==> src/rtl/tx_engine.sv <==
// ============================================================================
// Module      : tx_engine
// Description : Builds one PCIe completion TLP (CplD or Cpl) per popped request
//               header and OCP response, streamed on the 64-bit AXI TX port.
// Revision    : 1.0 - initial release
// ============================================================================
`timescale 1ns/1ps
`default_nettype none

module tx_engine #(
  parameter int AXI_WIDTH = 64
) (
  input  logic                   user_clk,
  input  logic                   user_reset,
  input  logic [15:0]            completer_id,
  input  logic                   hdr_empty,
  input  logic [35:0]            hdr_dout,
  output logic                   hdr_rd_en,
  input  logic [1:0]             SResp,
  input  logic [31:0]            SData,
  output logic                   MRespAccept,
  output logic [AXI_WIDTH-1:0]   s_axis_tx_tdata,
  output logic [AXI_WIDTH/8-1:0] s_axis_tx_tkeep,
  output logic                   s_axis_tx_tlast,
  output logic                   s_axis_tx_tvalid,
  input  logic                   s_axis_tx_tready
);

  localparam logic [1:0] c_IDLE      = 2'd0;
  localparam logic [1:0] c_WAIT_RESP = 2'd1;
  localparam logic [1:0] c_BEAT0     = 2'd2;
  localparam logic [1:0] c_BEAT1     = 2'd3;

  localparam logic [1:0] c_RESP_NULL = 2'b00;
  localparam logic [1:0] c_RESP_DVA  = 2'b01;

  localparam logic [2:0] c_STATUS_SC = 3'b000;
  localparam logic [2:0] c_STATUS_CA = 3'b100;
  localparam logic [4:0] c_TYPE_CPL  = 5'b01010;

  logic [1:0]             r_state;
  logic [1:0]             w_next;

  // Captured request header fields
  logic [15:0]            r_req_id;
  logic [7:0]             r_tag;
  logic [2:0]             r_tc;
  logic [1:0]             r_attr;
  logic [6:0]             r_lower_addr;

  // Captured response
  logic                   r_is_data;
  logic [31:0]            r_sdata;

  logic [AXI_WIDTH-1:0]   r_tdata;
  logic [AXI_WIDTH/8-1:0] r_tkeep;
  logic                   r_tlast;
  logic                   r_tvalid;

  logic                   w_hdr_rd_en;
  logic                   w_resp_accept;
  logic                   w_resp_take;
  logic                   w_cur_data;
  logic [31:0]            w_cur_sdata;
  logic [2:0]             w_status;
  logic [31:0]            w_dw0;
  logic [31:0]            w_dw1;
  logic [31:0]            w_dw2;
  logic [AXI_WIDTH-1:0]   w_tdata_nxt;
  logic [AXI_WIDTH/8-1:0] w_tkeep_nxt;
  logic                   w_tlast_nxt;
  logic                   w_tvalid_nxt;

  // State register
  always_ff @(posedge user_clk) begin
    if (user_reset) begin
      r_state <= c_IDLE;
    end else begin
      r_state <= w_next;
    end
  end

  // Next-state logic
  always_comb begin
    w_next = r_state;
    case (r_state)
      c_IDLE:      if (!hdr_empty)           w_next = c_WAIT_RESP;
      c_WAIT_RESP: if (SResp != c_RESP_NULL) w_next = c_BEAT0;
      c_BEAT0:     if (s_axis_tx_tready)     w_next = c_BEAT1;
      c_BEAT1:     if (s_axis_tx_tready)     w_next = c_IDLE;
      default:                               w_next = c_IDLE;
    endcase
  end

  // The response is used directly on the cycle it is accepted, so BEAT0 data
  // can be registered together with the transition out of WAIT_RESP.
  assign w_resp_take = (r_state == c_WAIT_RESP) && (SResp != c_RESP_NULL);
  assign w_cur_data  = (r_state == c_WAIT_RESP) ? (SResp == c_RESP_DVA) : r_is_data;
  assign w_cur_sdata = (r_state == c_WAIT_RESP) ? SData : r_sdata;
  assign w_status    = w_cur_data ? c_STATUS_SC : c_STATUS_CA;

  assign w_dw0 = {(w_cur_data ? 3'b010 : 3'b000), c_TYPE_CPL, 1'b0, r_tc, 4'b0000,
                  1'b0, 1'b0, r_attr, 2'b00, (w_cur_data ? 10'd1 : 10'd0)};
  assign w_dw1 = {completer_id, w_status, 1'b0, 12'd4};
  assign w_dw2 = {r_req_id, r_tag, 1'b0, r_lower_addr};

  // Output logic: FIFO/OCP handshakes plus next values of the AXI registers
  always_comb begin
    w_hdr_rd_en   = 1'b0;
    w_resp_accept = 1'b0;
    w_tvalid_nxt  = 1'b0;
    w_tlast_nxt   = 1'b0;
    w_tkeep_nxt   = '0;
    w_tdata_nxt   = '0;
    if (!user_reset) begin
      w_hdr_rd_en   = (r_state == c_IDLE) && !hdr_empty;
      w_resp_accept = (r_state == c_WAIT_RESP);
    end
    case (w_next)
      c_BEAT0: begin
        w_tvalid_nxt = 1'b1;
        w_tkeep_nxt  = 8'hFF;
        w_tdata_nxt  = {w_dw1, w_dw0};
      end
      c_BEAT1: begin
        w_tvalid_nxt = 1'b1;
        w_tlast_nxt  = 1'b1;
        if (w_cur_data) begin
          w_tkeep_nxt = 8'hFF;
          w_tdata_nxt = {w_cur_sdata, w_dw2};
        end else begin
          w_tkeep_nxt = 8'h0F;
          w_tdata_nxt = {32'h0000_0000, w_dw2};
        end
      end
      default: ;
    endcase
  end

  // Capture registers and registered AXI outputs
  always_ff @(posedge user_clk) begin
    if (user_reset) begin
      r_req_id     <= '0;
      r_tag        <= '0;
      r_tc         <= '0;
      r_attr       <= '0;
      r_lower_addr <= '0;
      r_is_data    <= 1'b0;
      r_sdata      <= '0;
      r_tdata      <= '0;
      r_tkeep      <= '0;
      r_tlast      <= 1'b0;
      r_tvalid     <= 1'b0;
    end else begin
      if (w_hdr_rd_en) begin
        {r_req_id, r_tag, r_tc, r_attr, r_lower_addr} <= hdr_dout;
      end
      if (w_resp_take) begin
        r_is_data <= (SResp == c_RESP_DVA);
        r_sdata   <= (SResp == c_RESP_DVA) ? SData : 32'h0000_0000;
      end
      r_tdata  <= w_tdata_nxt;
      r_tkeep  <= w_tkeep_nxt;
      r_tlast  <= w_tlast_nxt;
      r_tvalid <= w_tvalid_nxt;
    end
  end

  assign hdr_rd_en        = w_hdr_rd_en;
  assign MRespAccept      = w_resp_accept;
  assign s_axis_tx_tdata  = r_tdata;
  assign s_axis_tx_tkeep  = r_tkeep;
  assign s_axis_tx_tlast  = r_tlast;
  assign s_axis_tx_tvalid = r_tvalid;

endmodule

`default_nettype wire
==> config.mk <==
export PLATFORM = sky130hd
export DESIGN_NAME = tx_engine
export DESIGN_NICKNAME = d
export VERILOG_FILES = /design/src/rtl/tx_engine.sv
export SDC_FILE = /design/constraint.sdc
export NUM_CORES = 1
export LEC_CHECK = 0
export ABC_CLOCK_PERIOD_IN_PS = 1250
export CAP_MARGIN = 10
export CORE_MARGIN = 4
export CORE_UTILIZATION = 41
export DETAILED_ROUTE_END_ITERATION = 7
export PLACE_DENSITY = 0.76
export SLEW_MARGIN = 20
export SYNTH_ARGS = -nofsm -noshare
export SYNTH_HDL_FRONTEND = slang
export SYNTH_SLANG_ARGS = --single-unit
==> constraint.sdc <==
create_clock -name user_clk -period 1.25 [get_ports user_clk]
set_input_delay 0.1875 -clock user_clk [delete_from_list [all_inputs] [get_ports user_clk]]
set_output_delay 0.1875 -clock user_clk [all_outputs]
set_load 0.005 [all_outputs]
# Yosys cells after proc, flatten, opt, wreduce, memory -nomap -nowiden
# Cells that the tools add are included.
# Widths: inputs -> output; s select.
# word_totals
reg_bits	145
input_bits	90
out_inout_bits	76
word_cells	43
# op_classes
n_eq_ne	6
mux	19
n_reduce_logical	6
# op_table
op	count
$pmux 64 s2	1
$mux 32	2
$mux 64	1
$pmux 8 s2	1
$mux 2	5
$eq 2x2->1 const B	4
$mux 8	1
$pmux 2 s4	1
$mux 1	6
$eq 2x1->1 const B	2
$mux 3	1
$logic_and 1x1->1	2
$logic_not 2->1	1
$reduce_bool 2->1	1
$reduce_or 2->1	1
$logic_not 1->1	1

# Longest topological paths before layout
# logic_depth
depth_word	6
ltp_mapped	7
mapped_depth_nobuf	4

# Least setup slack after synthesis
# OpenSTA, ideal clock, no wires.
# synth_timing
path_type	reg2out
start	reg r_state[1]
end	out hdr_rd_en
arrival_ns	1.216
t_required_ns	1.062
setup_slack_ns	-0.153
stages_incl_launch_ff	6
n_path_buf	3
cell_sequence	dfxtp_1 > buf_6 > or3_1 > buf_2 > buf_2 > nor2_1
# synth_between
elab_chain_len	3
# synth_lines
element	line_no	source
from (decl)	41	logic [1:0] r_state;
from (signal assigned)	77	r_state <= c_IDLE;
from (signal assigned)	79	r_state <= w_next;
$logic_not 2->1	116	w_hdr_rd_en = (r_state == c_IDLE) && !hdr_empty;
$logic_and 1x1->1	116	
$mux 1	115	if (!user_reset) begin
to (decl)	18	output logic hdr_rd_en,
# Every way passes these cells.

# Final worst setup path
# layout_timing
start	reg r_state[0]
end	out hdr_rd_en
# The elaborated chain is that of the path after synthesis.

==> results.ini <==
[global_routing]
first_global_vias=4588
track_usage_pct=20.45
grt_max_degree=42
grt_pass1_wl_um=22910
antenna_found_initial=1
grt-ovfl-total=0

[placed_design]
globalplace.congestion=0.7718
hpwl_um=9588
place_area_sq_mm=0.006885
place_inst=831
io_buffer_count=164
dpl_worst_slack_ns=-0.6077

[synthesis]
synth_fp_nets=625
synthTopCellsByArea=dfxtp_1, nand2_1, a21oi_1
synth-seq-cells=137
syn_area_sq_mm=0.004971
ys.flop_type=dfxtp_1
synth.distinct_cells=39
synthCells=535
seq_area_frac_synth_pct=55.17
yosysTopAreaCell=dfxtp_1
synth-edff-count=0
ys_warn_count=0
syn_area_per_cell_sq_um=9.292
yosys.cell_count.top_type=dfxtp_1
yosys-top-cells-count=dfxtp_1, nand2_1, nor2_1
synthArstFlopShare_pct=0
synth_top_area_share_pct=55.17

[drt]
drtPass1Iterations=4
wl_per_cell_um=18.29
drc=0
routed_wl_um=16410
drtAntennaViolNets=0
via_per_inst=5.201
first_iter_violations=318
vias=4665

[critical_path]
critical_path_class=flop to output pin
critPathBufInv=1
slowest_delay_ns=0.42
critPathTopFamily=simple AND/OR/NAND/NOR gates
arrival_ns=1.37
path_cells=or3_4 > nor2_4 > buf_6
slowest_stage=or3_4
crit_path_max_fanout=3
critPathCaptureType=output pin
required_ns=1.06
worst_setup_path_start_kind=flop

[power]
combPwrFrac_pct=17.0
leakage_uw=0.003527
seqPwrFrac_pct=38.1
switchingPower_uw=3002
pwr-share-clk_pct=44.9
vdd_drop_max_mv=1.094
internal-power_uw=9164
sw_frac_of_total_pct=24.68
power.density_mw_per_mm2=1422

[floorplanning]
rows=39
io_pins=166
coreArea_sq_mm=0.01166
die_h_um=118.1
die-width_um=118.1
initial_core_util_pct=42.62
fp.dieArea_sq_mm=0.01395

[final_layout]
postLayoutCellArea_sq_mm=0.008557
area_delta_synth_final_pct=72.14
final_nets=830
drive_gt1_share_pct=34.13
final_cells=897

[sta]
worst_pin_slew_ns=0.5609
clock.fmax_mhz=640.3
setup_viol=138
min_period_over_period_pct=124.9
drv_slew=0
post-route-worst-setup-slack_ns=-0.3117
setup_tns_ns=-23.63
period_needed_ns=1.562
rsz0062_at_grt=true
slew_headroom_pct=62.61
finClkSkew_ns=0.008379
hold_viol_final=0
worst_hold_slack_ns=0.3163

[clocking]
cts.sinks=137
root_buffer=clkbuf_16
clk_pin_slew_ns=0.06
cts_hold_buf=0
clock_latency_ns=0.42
cts_max_level=4
ctsLongestPathBuffers=2
numCtsBuffers=17
cts_tree=built

[run_status]
violations=negative setup slack
status=complete, but fails checks

[worst_hold_path]
hold_class=primary input to flop

[job]
drv_cap=0

-- path summary, 6_finish.rpt --
path / from / endpoint / slack (ns) / cells after the start
max reg2reg: r_state[1] / r_tc[2] / -0.27 / 8
max: r_state[0] / hdr_rd_en / -0.31 / 3
min reg2reg: r_tag[3] / s_axis_tx_tdata[11] / 0.46 / 1
min: hdr_dout[15] / r_tag[3] / 0.32 / 3
-- layout make-up --
cell class                 count  area (sq um)
antenna                        1         2.502
clock buffer                  17         425.4
clock inverter                15         224.0
fill                         747          3105
inverter                       4         17.52
multi-input combinational    345          2514
sequential                   137          2750
tap                          143         178.9
timing repair buffer         235          2445
-- sequential cells by signal, indices dropped and copies added, names as in the netlist, 2 cells and up --
| register | flops |
|---|---|
| s_axis_tx_tdata | 63 |
| r_sdata | 32 |
| r_req_id | 16 |
| r_tag | 8 |
| r_lower_addr | 7 |
| r_tc | 3 |
| r_attr | 2 |
| r_state | 2 |
| s_axis_tx_tkeep | 2 |
-- worst reg2reg max path: stages (launching register included) --
cell	delay, ns
dfxtp_4	0.36
buf_6	0.13
buf_12	0.12
buf_6	0.11
nor3_4	0.20
buf_6	0.17
clkbuf_16	0.17
nand2_2	0.07
a21oi_2	0.13
-- cell usage in the layout (no fill, tap or decap), drive strengths merged, types with 2 or more instances in the layout --
cell type / count
nor2b: 2
a211o: 6
a32oi: 22
a21oi: 64
buf: 68
clkdlybuf4s50: 87
and2: 22
dfxtp: 137
clkbuf: 23
inv: 5
and3b: 2
nand2b: 5
a22oi: 26
clkinv: 4
clkinvlp: 5
dlygate4sd2: 73
bufinv: 5
nor2: 56
nand2: 124
o21ai: 2
-- cells by family (layout without fill, tap and decap cells) --
kind of cell    Yosys count  count (layout)  synth area share [%]
simple gates            217             218                 19.43
flops                   137             137                 55.17
compound gates          125             125                 18.60
buf+inv                  54             271                 6.393
other cells               1               2               0.07544
xor+xnor                  1               1                0.3273
-- per-layer routing --
metal  GRT usage [%]  wire length [um]  vias to the layer above  share of wire (%)
met1           21.86              6197                     2280                 38
met5               0                 0                        -                  0
met3           6.631               854                       33                5.2
met2           35.76              8840                      153                 54
met4           10.99               518                        0                3.2
li1                -                 -                     2199                  -
-- power by group through the flow --
stage,clock network [uW],registers (uW),logic [uW]
3_5_place_dp,0,4710,1470
5_1_grt,5710,4650,2190
2_1_floorplan,0,4690,824
4_1_cts,5510,4620,1630
6_report,5460,4640,2060
3_3_place_gp,0,4700,1440
-- per-stage QoR --
stage | util [%] | total power [uW]
floorplan | - | 5518
global placement | 59.04 | 6134
CTS | 66.51 | 11750
global route | 73.37 | 12550
finish | 73.37 | 12170
detailed placement | 59.04 | 6179
-- what timing repair did --
| action | CTS | global route |
|---|---|---|
| gates resized for setup | 121 | 142 |
| pin swaps | 24 | 67 |
| setup buffers | 13 | 11 |
| endpoints found under the setup margin | 211 | 139 |
| gates cloned | 4 | 10 |
(Power assumes the default switching activity.)
